**config.mk**
```make
export PLATFORM = sky130hd
export DESIGN_NAME = bin_to_bcd_seq
export DESIGN_NICKNAME = d
export VERILOG_FILES = /design/src/rtl/bcd_pkg.sv /design/src/rtl/bcd_digit_adj.sv /design/src/rtl/bin_to_bcd_seq.sv
export SDC_FILE = /design/constraint.sdc
export NUM_CORES = 1
export LEC_CHECK = 0
export ABC_CLOCK_PERIOD_IN_PS = 3340
export CELL_PAD_IN_SITES_DETAIL_PLACEMENT = 2
export CELL_PAD_IN_SITES_GLOBAL_PLACEMENT = 2
export CORE_MARGIN = 5
export CORE_UTILIZATION = 36
export CTS_BUF_LIST = sky130_fd_sc_hd__clkbuf_4
export DETAILED_ROUTE_END_ITERATION = 10
export PLACE_DENSITY_LB_ADDON = 0.1
export SETUP_SLACK_MARGIN = 0.3
export SYNTH_ARGS = -nofsm -noshare
export SYNTH_HDL_FRONTEND = slang
export SYNTH_HIERARCHICAL = 1
export SYNTH_SLANG_ARGS = --single-unit
```
**constraint.sdc**
```tcl
create_clock -name clk -period 3.34 [get_ports clk]
set_input_delay 0.668 -clock clk [delete_from_list [all_inputs] [get_ports clk]]
set_output_delay 0.668 -clock clk [all_outputs]
set_load 0.02 [all_outputs]
```
**src/rtl/bcd_pkg.sv**
```systemverilog
// Shared definitions for the sequential binary-to-BCD converter: FSM states,
// digit width and a helper that sizes the digit count for a binary width.
package bcd_pkg;

  typedef enum logic [1:0] {
    IDLE,
    SHIFT,
    DONE
  } state_e;

  localparam int BCD_DIGIT_W = 4;

  // Number of decimal digits needed to hold 2**bin_w - 1.
  function automatic int min_digits(input int bin_w);
    longint unsigned max_val;
    int              n;
    max_val = (64'd1 << bin_w) - 64'd1;
    n       = 1;
    for (int i = 0; i < 20; i++) begin
      if (max_val >= 64'd10) begin
        max_val = max_val / 64'd10;
        n       = n + 1;
      end
    end
    return n;
  endfunction

endpackage

```
**src/rtl/bcd_digit_adj.sv**
```systemverilog
// Double-dabble digit correction: a digit of 5 or more gets 3 added so the
// following left shift carries correctly into the next decimal digit.
module bcd_digit_adj (
  input  logic [3:0] din,
  output logic [3:0] dout
);

  always_comb begin
    dout = din;
    if (din >= 4'd5) begin
      dout = din + 4'd3;
    end
  end

endmodule

```
**src/rtl/bin_to_bcd_seq.sv**
```systemverilog
// Sequential double-dabble converter, one operand bit per clock.
// Optional macro BCD_SATURATE_EN: flag overflow and clamp the result to all nines.
module bin_to_bcd_seq
  import bcd_pkg::*;
#(
  parameter int BIN_W  = 7,
  parameter int DIGITS = 2
) (
  input  logic                          clk,
  input  logic                          reset,
  input  logic                          start,
  input  logic [BIN_W-1:0]              bin,
  output logic                          busy,
  output logic                          done,
  output logic [BCD_DIGIT_W*DIGITS-1:0] bcd,
  output logic                          overflow
);

  localparam int BCD_W = BCD_DIGIT_W * DIGITS;
  localparam int CNT_W = $clog2(BIN_W + 1);

  state_e             state_q, state_d;
  logic [BIN_W-1:0]   op_q, op_d;
  logic [BCD_W-1:0]   work_q, work_d;
  logic [BCD_W-1:0]   adj;
  logic [CNT_W-1:0]   cnt_q, cnt_d;
  logic [BCD_W-1:0]   bcd_q, bcd_d;
  logic               done_q, done_d;
  logic               accept;

  generate
    for (genvar gi = 0; gi < DIGITS; gi++) begin : g_adj
      bcd_digit_adj u_adj (
        .din  (work_q[gi*BCD_DIGIT_W +: BCD_DIGIT_W]),
        .dout (adj[gi*BCD_DIGIT_W +: BCD_DIGIT_W])
      );
    end
  endgenerate

`ifdef BCD_SATURATE_EN
  // When the digit count covers the full binary range nothing can ever spill out.
  localparam bit CAN_TRUNC = (DIGITS < min_digits(BIN_W));
  logic sticky_q, sticky_d;
  logic ovf_q, ovf_d;
`else
  logic unused_top_bit;
  assign unused_top_bit = adj[BCD_W-1];
`endif

  always_comb begin
    state_d = state_q;
    op_d    = op_q;
    work_d  = work_q;
    cnt_d   = cnt_q;
    bcd_d   = bcd_q;
    done_d  = 1'b0;
    accept  = start && (state_q != SHIFT);
`ifdef BCD_SATURATE_EN
    sticky_d = sticky_q;
    ovf_d    = ovf_q;
`endif

    case (state_q)
      SHIFT: begin
        // The adjusted top bit falls off the end: the result wraps modulo 10**DIGITS.
        work_d = {adj[BCD_W-2:0], op_q[BIN_W-1]};
        op_d   = {op_q[BIN_W-2:0], 1'b0};
        cnt_d  = cnt_q - CNT_W'(1);
`ifdef BCD_SATURATE_EN
        sticky_d = sticky_q | (CAN_TRUNC & adj[BCD_W-1]);
`endif
        if (cnt_q == CNT_W'(1)) begin
          state_d = DONE;
        end
      end
      DONE: begin
        done_d  = 1'b1;
        bcd_d   = work_q;
        state_d = IDLE;
`ifdef BCD_SATURATE_EN
        ovf_d = sticky_q;
        if (sticky_q) begin
          bcd_d = {DIGITS{4'h9}};
        end
`endif
      end
      default: ;
    endcase

    if (accept) begin
      op_d    = bin;
      work_d  = '0;
      cnt_d   = CNT_W'(BIN_W);
      state_d = SHIFT;
`ifdef BCD_SATURATE_EN
      sticky_d = 1'b0;
`endif
    end
  end

  always_ff @(posedge clk) begin
    if (reset) begin
      state_q <= IDLE;
      op_q    <= '0;
      work_q  <= '0;
      cnt_q   <= '0;
      bcd_q   <= '0;
      done_q  <= 1'b0;
`ifdef BCD_SATURATE_EN
      sticky_q <= 1'b0;
      ovf_q    <= 1'b0;
`endif
    end else begin
      state_q <= state_d;
      op_q    <= op_d;
      work_q  <= work_d;
      cnt_q   <= cnt_d;
      bcd_q   <= bcd_d;
      done_q  <= done_d;
`ifdef BCD_SATURATE_EN
      sticky_q <= sticky_d;
      ovf_q    <= ovf_d;
`endif
    end
  end

  assign busy = (state_q == SHIFT);
  assign done = done_q;
  assign bcd  = bcd_q;
`ifdef BCD_SATURATE_EN
  assign overflow = ovf_q;
`else
  assign overflow = 1'b0;
`endif

endmodule
```
After elaboration in Yosys (flattened, before gate mapping)
Index checks and enable logic that the tools add are counted.

Register bits after elaboration: 29. Word-level logic and storage cells: 35. Output and inout port bits: 11. Input bits: 10.

Order comparisons: 2. Multiplexer cells: 10. Reductions and logical operators: 7. Equality and inequality tests: 6. $add $sub $neg: 3.

Operator list (number): $mux 7 (2); $mux 3 (3); $ge 4x3->1 const B (2); $add 4x2->4 const B (1); $mux 4 (1); $ne 2x1->1 const B (2); $pmux 2 s2 (1); $reduce_and 2->1 (2); $reduce_bool 2->1 (2); $add 3x2->3 const B (1); $eq 3x1->1 const B (1); $ne 3x1->1 const B (1); $reduce_bool 3->1 (1); $sub 3x1->3 const B (1); $eq 2x1->1 const B (1); $eq 2x2->1 const B (1); $mux 1 (2); $mux 2 (1); $reduce_or 2->1 (1); $logic_and 1x1->1 (1).

Depth between registers and ports, before layout
Gate-level depths: netlist of run 1.

Depth in word-level cells: 4. Gate-level depth with buffers: 7. Depth with buffers taken out: 7.

Cells and area by module
Netlist of run 1, hierarchy kept.

Modules (own cells, without submodules): bin_to_bcd_seq (cells each 139, area each 1246.2 sq um, times used 1, seq. area each 580.6 sq um); bcd_digit_adj (cells each 16, area each 101.3 sq um, times used 2, seq. area each 0.0 sq um).

Worst setup path after synthesis of run 1
No wires, ideal clock.

Path type: register to output. Start: register state_q[1]. End: output busy. Required time: 2.672 ns. Arrival: 0.805 ns. Buffers on the path: 2. Cell stages (with the launch flop): 5. Setup slack: 1.867 ns. Path through: dfxtp_1 nand2b_1 buf_6 inv_8 buf_4.

Word-level cells in the longest chain between the ends: 1.

Ends and longest elaborated chain: start, declared (RTL line bin_to_bcd_seq.sv:22) `state_e state_q, state_d;`; start signal, assigned (RTL line bin_to_bcd_seq.sv:114) `state_q <= state_d;`; $eq 2x1->1 (RTL line bin_to_bcd_seq.sv:127) `assign busy = (state_q == SHIFT);`; end, declared (RTL line bin_to_bcd_seq.sv:13) `output logic busy,`.

Every way passes these cells.

Final worst setup path of run 1
Same ends and word-level chain as after synthesis.

==> results.tsv, run 1 <==
metric	value	unit
Core ar.	3910	µm²
clock skew	0.00386	ns
Final Critical Period	2.83	ns
Warnings, synthesis	6	
reg2reg start	state_q[1]	
Max clock buf depth	2	
final WL	3360	µm
root buf cell	clkbuf_4	
Max VDD drop	153	µV
Tot GR Track Use	0.143	
Detail Route Antenna Nets	0	
total CTS buffers	5	
Mapped Cells	167	
Critical path origin	state_q[1]	
Rows	23	
PwrDens	416	nW/µm²
Static Leakage	0.000609	µW
Post-Syn Area	1430	µm²
initial antenna violation count	0	
Pre-antenna DRT Iters	4	
Fmax achieved	353	MHz
clock latency on the worst-skew pair	0.33	ns
hold_buf cts	0	
Initial Utilization	0.365	
Slew Viols, Final	0	
diode count	0	
H-Tree Depth	2	
Die X	73	µm
critical path arrival	2.16	ns
detailed-route DRC error count	0	
worst hold start	bcd[0]	
Hold Vio Cnt, Final	0	
Placed Cells	225	
crit path max fanout	22	
DP HPWL	2430	µm
die area	5330	µm²
fill count	475	
Setup Buffers After CTS	0	
Post-Syn Nets	183	
layout cells sized above 1	0.164	
crit share post-route	0.848	
1st-iter DRT viols	52	
clock sink total	29	
multi-input logic area	724	µm²
largest net degree at the start of global routing	25	
# nets final	198	
Max Cap Viol	0	
RePlAce Congestion	0.731	
Pwr Total	692	µW
status	completed	
CP Capture Type	output pin	
cts repair resizes	0	
clk slew on worst S/H paths	0.09	ns
drt wl/cell	14.4	µm
final setup violation count	0	
HP Class	reg2reg	
CP Launch Type	flip-flop	
Worst EP required	2.67	ns
I/O Pins	21	
worst slew pin tran	0.771	ns
setup tns final	0	ns
CP Class	reg2out	
gr ovfl total	0	
register area	581	µm²
I/O Buffers	19	
DR vias	1184	
CTS tree	yes	
die height	73	µm
global-route wire length before repair	5820	µm
Layout area overhead	16.4	%
mean post-synth cell area	8.56	µm²
RSZ-0062 raised after global routing	false	
via/cell ratio	5.08	
non-filler cells, final	233	
Slew headroom	0.486	
vias in the first global route	1268	
[final timing paths]
| path | to | depth (start not counted) | slack (ns) |
|---|---|---|---|
| worst max-delay path | busy | 3 | 0.51 |
| worst min-delay path | bcd[0] | 2 | 0.46 |
| worst max register to register | cnt_q[2] | 4 | 1.68 |
| worst min register to register | bcd[0] | 2 | 0.46 |
[routing by layer]
metal / track usage / share of wire / up-vias
met5: 0 / 0 / -
met4: 0.0492 / 0.015 / 0
met3: 0.0468 / 0.037 / 6
met2: 0.257 / 0.51 / 17
met1: 0.156 / 0.44 / 578
li1: - / - / 583
[flip-flops by register name (all words and copies together), names as in the netlist]
| signal | cells |
|---|---|
| done | 1 |
| work_q | 8 |
| cnt_q | 3 |
| op_q | 7 |
| bcd | 8 |
| state_q | 2 |
[metrics by stage]
step	instance area [µm²]	setup slack, ns	utilization	hold WS (ns)
final	1660	0.508	0.425	0.461
after global routing	1660	0.370	0.425	0.495
after CTS	1660	0.455	0.425	0.467
after detailed placement	1600	0.843	0.410	0.454
after global placement	1600	0.895	0.410	0.443
after floorplan	1430	1.87	-	0.444
[cell type report]
cell class	instances	area share
multi-input cells	118	0.436
flip-flops and latches	29	0.349
repair buffers	20	0.119
well taps	50	0.0376
clock buffers	8	0.0361
inverters	8	0.0226
[power breakdown]
part | internal, µW | total (µW) | switching [µW] | leakage (µW)
Sequential | 359 | 371 | 11.8 | 0.000236
Clock | 108 | 230 | 121 | 0.0000368
Combinational | 37.6 | 91.4 | 53.7 | 0.000335
Total | 505 | 692 | 187 | 0.000609
[placed cells by master (no fill, tap or decap), drive strengths merged]
cell type,instances
inv,8
nor3b,2
clkdlybuf4s50,19
or2b,1
a211oi,9
mux2i,3
a21oi,25
conb,1
nand2b,4
o21ai,2
nor2,10
and2b,1
nand2,37
buf,1
and3,1
nand3,8
nor4,1
nor3,5
ha,6
xnor2,2
dfxtp,29
clkbuf,8
[worst max-delay path: stages, from the launching register on]
cell	delay (ns)
dfxtp_1	0.35
nand2b_1	0.50
inv_8	0.33
clkdlybuf4s50_1	0.65
Note: power is estimated with default switching activity, not from simulation.
==> inputs of run 2 (changes only) <==
ABC_CLOCK_PERIOD_IN_PS = 2930   (was 3340)
CORE_UTILIZATION = 33   (was 36)
clock period = 2.93 ns   (was 3.34 ns; I/O delays follow)
==> results.tsv, run 2 (same netlist as run 1, synthesis figures left out) <==
metric	value	unit	change
Die X	75.8	µm	+3.8%
NetSw	223	µW	+19%
root buf cell	clkbuf_4		
gr ovfl total	0		unchanged
final setup violation count	0		unchanged
non-filler cells, final	236		+1.3%
global-route wire length before repair	5820	µm	unchanged
reg2reg setup slack	1.45	ns	-0.23 ns
hold_buf cts	0		unchanged
Pwr Total	763	µW	+10%
family with the most delay on the worst path	buffers and inverters		
I/O Pins	21		unchanged
clock skew	0.0114	ns	+0.00757 ns
RSZ-0062 raised after global routing	false		
clock latency on the worst-skew pair	0.34	ns	about the same
Placed Cells	228		+1.3%
final hold slack	0.465	ns	+0.00326 ns
Max clock buf depth	2		unchanged
Final Critical Period	2.34	ns	
Max Cap Viol	0		unchanged
cts repair resizes	0		unchanged
status	completed		
Tot GR Track Use	0.136		-0.00695
largest net degree at the start of global routing	30		+20%
initial antenna violation count	0		unchanged
clk slew on worst S/H paths	0.10	ns	about the same
Max VDD drop	278	µV	+81%
crit share post-route	0.799		
CTS tree	yes		
crit path max fanout	22		unchanged
met2 WL	1630	µm	-4.2%
layout cells sized above 1	0.158		-0.00633
die height	75.8	µm	+3.8%
DP HPWL	2430	µm	about the same
total CTS buffers	5		unchanged
drt wl/cell	14.2	µm	-1.5%
setup tns final	0	ns	unchanged
crit path max-delay cell type	clkdlybuf4s50_1		
Seq pwr share	0.554		+0.018
worst path cell trace	nand2b_1 -> inv_8 -> clkdlybuf4s50_1		
most common cell after layout, fill and taps aside	nand2_1		
detailed-route DRC error count	0		unchanged
Detail Route Antenna Nets	0		unchanged
# nets final	199		+0.51%
reg2reg start	work_q[1]		
final WL	3350	µm	-0.24%
Slew Viols, Final	0		unchanged
1st-iter DRT viols	37		-29%
Sw Share	0.292		+0.0216
CP Launch Type	flip-flop		
diode count	0		unchanged
FF-to-FF End	work_q[2]		
Layout area overhead	16.4	%	unchanged
RePlAce Congestion	0.765		+4.7%
DR vias	1173		-0.93%
CP Capture Type	output pin		
power share of the clock group	0.306		-0.026
Fmax achieved	427	MHz	
Critical path origin	state_q[1]		
Static Leakage	0.000606	µW	-0.36%
P_int	541	µW	+7.0%
Setup Buffers After CTS	0		unchanged
vias in the first global route	1298		+2.4%
Pre-antenna DRT Iters	4		unchanged
clock sink total	29		unchanged
CP Depth	3		unchanged
Rows	24		+4.3%
max layer used	met4		
Initial Utilization	0.335		-0.0300
Comb power frac	0.140		+0.008
CP Class	reg2out		
Crit path largest cell delay	0.63	ns	-0.02 ns
HP Class	reg2reg		
fill count	485		+2.1%
Worst EP required	2.34	ns	-0.33 ns
wl on met1	1500	µm	+1.0%
Core ar.	4260	µm²	+9.0%
met3 wire length	162	µm	+30%
die area	5750	µm²	+7.8%
via/cell ratio	4.97		-2.2%
crit path buf inv count	2		unchanged
H-Tree Depth	2		unchanged
I/O Buffers	19		unchanged
commonest cells after routing, fill and taps aside	nand2_1 (37), dfxtp_1 (29), clkdlybuf4s50_1 (19)		
critical path arrival	1.75	ns	-0.41 ns
worst r2r path cells	7		+3
worst setup path end	busy		
Hold Vio Cnt, Final	0		unchanged
PwrDens	459	nW/µm²	+10%
==> run 2: cell types whose count changed in the layout (fill, tap and decap cells not counted), sizes merged <==
cell	before	now
clkinv	0	3
buf	1	2
clkbuf	8	5
==> run 2: power groups by stage <==
stage / sequential, µW / combinational, µW / clock, µW
after floorplan: 429 / 88.3 / 0
after global placement: 432 / 105 / 0
after detailed placement: 433 / 109 / 0
after CTS: 424 / 109 / 250
after global routing: 426 / 119 / 265
final: 423 / 107 / 233
==> run 2: per-layer routing <==
layer  global-route usage  up-vias
met2                0.233       22
met3               0.0449        7
met1                0.152      560
li1                     -      584
met5                    0        -
met4               0.0641        0
==> run 2: how the worst min path moves through the flow <==
stage	depth (start not counted)	endpoint	start
after detailed placement	2	bcd[5]	bcd[5]
after floorplan	2	work_q[0]	op_q[6]
after global routing	2	bcd[0]	bcd[0]
final	2	bcd[5]	bcd[5]
after global placement	2	bcd[5]	bcd[5]
after CTS	2	bcd[5]	bcd[5]
==> run 2: metrics by stage <==
| step | util | setup slack [ns] | area [µm²] |
|---|---|---|---|
| after floorplan | - | 1.54 | 1430 |
| after global placement | 0.378 | 0.916 | 1610 |
| after detailed placement | 0.378 | 0.875 | 1610 |
| after CTS | 0.390 | 0.545 | 1660 |
| after global routing | 0.390 | 0.485 | 1660 |
| final | 0.390 | 0.589 | 1660 |
==> run 2: tightest hold or removal path: cells and delay by family (launching register included) <==
kind	cells	cell delay [ns]
flip-flops	1	0.33
AND/OR/NAND/NOR	1	0.05
AO/OA/AOI/OAI	1	0.05
==> run 2: final cells by class <==
class                           count  area (µm²)  area share
Sequential cell                    29         581       0.349
Multi-Input combinational cell    118         724       0.436
Tap cell                           52        65.1      0.0391
Inverter                            8        37.5      0.0226
Clock buffer                        5        37.5      0.0226
Timing Repair Buffer               21         205       0.123
Clock inverter                      3        12.5     0.00752
